`config.mk`:
```
export PLATFORM = sky130hd
export DESIGN_NAME = trng_block_reader
export DESIGN_NICKNAME = d
export VERILOG_FILES = /design/src/rtl/trng_pkg.sv /design/src/rtl/trng_popcount.sv /design/src/rtl/trng_block_reader.sv
export SDC_FILE = /design/constraint.sdc
export NUM_CORES = 1
export LEC_CHECK = 0
export ABC_AREA = 1
export CELL_PAD_IN_SITES_DETAIL_PLACEMENT = 0
export CELL_PAD_IN_SITES_GLOBAL_PLACEMENT = 1
export CORE_MARGIN = 10
export CORE_UTILIZATION = 50
export CTS_BUF_LIST = sky130_fd_sc_hd__clkbuf_2 sky130_fd_sc_hd__clkbuf_4 sky130_fd_sc_hd__clkbuf_8
export CTS_CLUSTER_SIZE = 20
export DETAILED_ROUTE_END_ITERATION = 10
export PLACE_DENSITY = 0.95
export SLEW_MARGIN = 20
export SYNTH_ARGS = -nofsm -noshare
export SYNTH_HDL_FRONTEND = slang
export SYNTH_HIERARCHICAL = 1
export SYNTH_SLANG_ARGS = --single-unit
export TNS_END_PERCENT = 10
```
`constraint.sdc`:
```
create_clock -name clk -period 18.5 [get_ports clk]
set_input_delay 5.55 -clock clk [delete_from_list [all_inputs] [get_ports clk]]
set_output_delay 5.55 -clock clk [all_outputs]
set_load 0.01 [all_outputs]
```
`src/rtl/trng_pkg.sv`:
```
// Shared constants and types for the TRNG block reader slice.
package trng_pkg;
  localparam int ADDR_W     = 6;
  localparam int BLOCK_BITS = 1 << ADDR_W;

  localparam logic [4:0] HOLD_LO  = 5'd15;
  localparam logic [4:0] HOLD_HI  = 5'd20;
  localparam logic [4:0] CNT_WRAP = 5'd21;

  typedef enum logic {IDLE, DRAIN} state_t;
endpackage

```
`src/rtl/trng_popcount.sv`:
```
// Combinational ones counter over a captured entropy block.
module trng_popcount #(
  parameter int BLOCK_BITS = 64
) (
  input  logic [BLOCK_BITS-1:0] bits,
  output logic [6:0]            ones
);
  always_comb begin
    ones = '0;
    for (int i = 0; i < BLOCK_BITS; i++) ones = ones + 7'(bits[i]);
  end
endmodule

```
`src/rtl/trng_block_reader.sv`:
```
// Captures controller-addressed entropy bits, snapshots each completed block and
// drains the snapshot as words over valid/ready with ones-count health flags.
module trng_block_reader
  import trng_pkg::*;
#(
  parameter int ADDR_W = trng_pkg::ADDR_W,
  parameter int WORD_W = 8
) (
  input  logic              clk,
  input  logic              start,
  input  logic [ADDR_W-1:0] address,
  input  logic              done,
  input  logic [4:0]        count,
  input  logic              rnd_bit,
  input  logic              rd_ready,
  output logic              rd_valid,
  output logic [WORD_W-1:0] rd_data,
  output logic              rd_last,
  output logic [6:0]        block_ones,
  output logic              health_fail,
  output logic              overrun,
  output logic              busy
);
  localparam int NBITS  = 1 << ADDR_W;
  localparam int NWORDS = NBITS / WORD_W;
  localparam int IDX_W  = (NWORDS > 1) ? $clog2(NWORDS) : 1;
  localparam logic [IDX_W-1:0] LAST_IDX = IDX_W'(NWORDS - 1);

  state_t           state;
  logic [NBITS-1:0] cap_buf, shadow;
  logic [IDX_W-1:0] idx;
  logic             done_q;
  logic [6:0]       ones;

  // Controller parks the address during its hold phase; only these counts carry fresh bits.
  wire wr_en     = (count < HOLD_LO) || (count == CNT_WRAP);
  wire done_rise = done & ~done_q;
  wire at_last   = (idx == LAST_IDX);

  trng_popcount #(.BLOCK_BITS(NBITS)) u_pop (.bits(cap_buf), .ones(ones));

  always_ff @(posedge clk) begin
    if (start) begin
      state       <= IDLE;
      cap_buf     <= '0;
      shadow      <= '0;
      idx         <= '0;
      done_q      <= 1'b0;
      block_ones  <= '0;
      health_fail <= 1'b0;
      overrun     <= 1'b0;
    end else begin
      done_q <= done;
      if (wr_en) cap_buf[address] <= rnd_bit;
      case (state)
        IDLE: if (done_rise) begin
          shadow      <= cap_buf;
          block_ones  <= ones;
          health_fail <= health_fail | (ones == 7'd0) | (ones == 7'(NBITS));
          idx         <= '0;
          state       <= DRAIN;
        end
        DRAIN: begin
          // A block completing mid-drain has nowhere to go.
          if (done_rise) overrun <= 1'b1;
          if (rd_ready) begin
            if (at_last) state <= IDLE;
            else         idx   <= idx + 1'b1;
          end
        end
        default: state <= IDLE;
      endcase
    end
  end

  assign busy     = (state == DRAIN);
  assign rd_valid = busy;
  assign rd_last  = busy & at_last;
  assign rd_data  = busy ? shadow[idx*WORD_W +: WORD_W] : '0;
endmodule

```
==> results.json <==
{
  "holdPathStages": 2,
  "worst_pin_slew_ps": 809,
  "setup_viol": 0,
  "pwr_density_cell_nw_per_um2": 71.0,
  "ir_worst_vdd_uv": 43.3,
  "postSynthCellCount": 1243,
  "fin_cells": 1467,
  "finClkSkew_ps": 10.5,
  "slew_violations": 0,
  "cts_setup_buffers": 0,
  "crit_family": "buffers and inverters",
  "routabilityCongestion": 0.851,
  "register_area_um2": 2840,
  "grt_pass1_vias": 6737,
  "slew_headroom": 0.461,
  "p_leak_nw": 3.85,
  "fmax_ghz": 0.122,
  "r2r_start": "cap_buf[3]",
  "die_w_um": 151,
  "grt_overflow": 0,
  "ys_seq_area_frac": 0.329,
  "antenna_found_initial": 0,
  "cp-end-kind": "output pin",
  "fin_crit_ps": 8170,
  "dpl.hpwl_um": 14900,
  "num_vias": 7450,
  "cts_hold_buf": 0,
  "synth_top_area_cell": "dfxtp_1",
  "n_fill_cell": 1753,
  "drv_cap": 0,
  "clock_path_buffers": 2,
  "grt_pass1_wl_um": 35000,
  "synth_nets": 1332,
  "dr.pass1.iters": 5,
  "finalPower_mw": 0.666,
  "port_buffers": 35,
  "ys_ff_latch": 142,
  "rsz0062_at_grt": "no",
  "synth_cell_types": 28,
  "path_max_fanout": 67,
  "synth_top_area_share": 0.329,
  "initial_core_util": 0.505,
  "hold_viol": 0,
  "crit_top_cell": "nor2_1",
  "htreeDepth": 4,
  "place_inst": 1437,
  "synth_compound_area_frac": 0.122,
  "finalCritPeriodShare": 0.441,
  "die_y_um": 151,
  "synth_simple_gate_area_frac": 0.251,
  "yosys_warnings": 6,
  "hold_class": "reg2reg",
  "path_class": "reg2out",
  "critPathMaxStageDelay_ps": 580,
  "run_status": "finished, final reports clean",
  "multiInputGateArea_um2": 4570,
  "crit_slowest_cell": "clkdlybuf4s50_1",
  "crit_chain": "buf_4, o21ai_0, nand2_1, nor2_1, nor2_1, clkdlybuf4s50_1",
  "cts_resized": 0,
  "syn_to_final_growth_pct": 8.53,
  "synth.area.top_cells": "dfxtp_1, fa_1, nor2_1",
  "synth.mux.area_fraction": 0,
  "rows": 48,
  "rr_endpoint": "health_fail",
  "cts_root_buffer": "clkbuf_8",
  "reg2reg_depth": 23,
  "cts_buffers": 17,
  "start_kind": "register",
  "fin_nets": 1320,
  "die-area_um2": 22900,
  "core_region_area_um2": 17100,
  "grt_max_degree": 87,
  "ant_nets": 0,
  "cts_sinks": 142,
  "min_to": "block_ones[6]",
  "tns_ps": 0,
  "avgSynthCellArea_um2": 6.95,
  "drt_wl_total_um": 21600,
  "cts_tree": "done",
  "wire_per_inst_um": 14.8,
  "ios": 36,
  "dr.first_iter.drc_count": 655,
  "min_from": "block_ones[6]",
  "path_clk_slew_ps": 80,
  "groute.usage.overall": 0.195,
  "netlist_area_um2": 8640,
  "reg2reg_slack_ps": 11400,
  "synth-xor-area-share": 0.00203,
  "required_ps": 12950,
  "synth_fa_ha_area_frac": 0.152,
  "num_antenna_cells": 0,
  "path_buf_inv": 2,
  "clk_latency_ps": 470,
  "drive_gt1_frac": 0.0419,
  "synth_top_family_by_area": "simple AND/OR/NAND/NOR gates",
  "drc_errors": 0,
  "vias_per_cell": 5.08,
  "cp.arrival_ps": 2620
}
## cells in the final DEF, fill, tap and decap left out, types with 2 or more instances in the layout
master | Yosys | routed
buf_4 | 2 | 7
nor3_1 | 2 | 2
nand2_2 | 4 | 6
clkbuf_8 | 0 | 23
nor2_1 | 273 | 273
fa_1 | 53 | 53
nand4_1 | 58 | 58
nand3_2 | 5 | 5
inv_1 | 237 | 237
o211ai_1 | 16 | 16
o21ai_0 | 87 | 87
clkinv_2 | 0 | 5
a21oi_1 | 93 | 93
nand3_1 | 31 | 30
nand2_1 | 140 | 137
ha_1 | 20 | 20
dfxtp_1 | 142 | 141
clkdlybuf4s50_1 | 0 | 35
## worst register-to-register path, cell delays in order, from the launching register on
cell and delay, ps:
dfxtp_1 410, inv_1 90, fa_1 480, fa_1 490, inv_1 40, ha_1 180
fa_1 450, ha_1 290, inv_1 50, fa_1 530, inv_1 60, fa_1 500
fa_1 550, inv_1 60, fa_1 500, fa_1 520, fa_1 550, fa_1 470
nand3b_1 170, nand2_1 100, xor2_1 210, nor3_1 90, a31oi_1 170, nor2_1 50
## state kept, by name, summed over array words and instances (netlist names)
name         flops
idx              3
done_q           1
overrun          1
busy             1
cap_buf         64
shadow          64
block_ones       7
health_fail      1
## layout make-up
type                            instances  area share
Clock buffer                           24      0.0346
Clock inverter                          6     0.00614
Inverter                              238      0.0954
Multi-Input combinational cell        790       0.488
Sequential cell                       142       0.303
Tap cell                              225      0.0300
Timing Repair Buffer                   42      0.0430
## how the worst max path moves through the flow
stage | from | to | cells past startpoint
2_1_floorplan | cap_buf[0] | health_fail | 23
3_3_place_gp | count[4] | cap_buf[45] | 8
3_5_place_dp | count[4] | cap_buf[54] | 8
4_1_cts | idx[0] | rd_data[1] | 6
5_1_grt | idx[0] | rd_data[1] | 6
6_report | idx[0] | rd_data[1] | 6
## Yosys cell counts
cell      instances
inv_2             1
buf_1             5
clkbuf_1         31
nand2_1         140
buf_2            30
inv_1           237
a211oi_1          1
fa_1             53
nor2_1          273
o21a_1            1
nor3_1            2
a31oi_1           1
nand3_2           5
nand2_2           4
nand3_1          31
o21ai_0          87
buf_6             5
nand3b_1          1
nand4_1          58
o211ai_1         16
a21o_1            1
ha_1             20
xnor2_1           1
dfxtp_1         142
xor2_1            1
or2_0             1
a21oi_1          93
buf_4             2
## cells by family (layout without fill, tap and decap cells)
logic type / count (synthesis) / count (layout)
simple gates: 515 / 515
buf+inv: 311 / 310
compound gates: 200 / 200
flops: 142 / 142
fa+ha+maj: 73 / 73
xor+xnor: 2 / 2
## metrics by stage
step	util	instance area (µm²)	hold WS, ps	setup WS [ps]
floorplan	-	8640	420	11760
global placement	0.525	8990	431	10350
detailed placement	0.525	8990	433	10270
CTS	0.547	9370	445	10340
global route	0.548	9380	464	10200
finish	0.548	9380	444	10330
## power by group
part | leakage, nW | total (mW) | internal [mW] | switching [mW]
sequential | 1.16 | 0.326 | 0.319 | 0.00687
combinational | 2.50 | 0.0926 | 0.0313 | 0.0613
clock | 0.200 | 0.247 | 0.127 | 0.120
## layer usage
layer / global-route usage / vias up / share of wire
met5: 0 / - / 0
met4: 0.0597 / 0 / 0.017
met3: 0.0359 / 27 / 0.053
met2: 0.286 / 150 / 0.43
met1: 0.283 / 3445 / 0.50
li1: - / 3828 / -
Note: power is estimated with default switching activity, not from simulation.
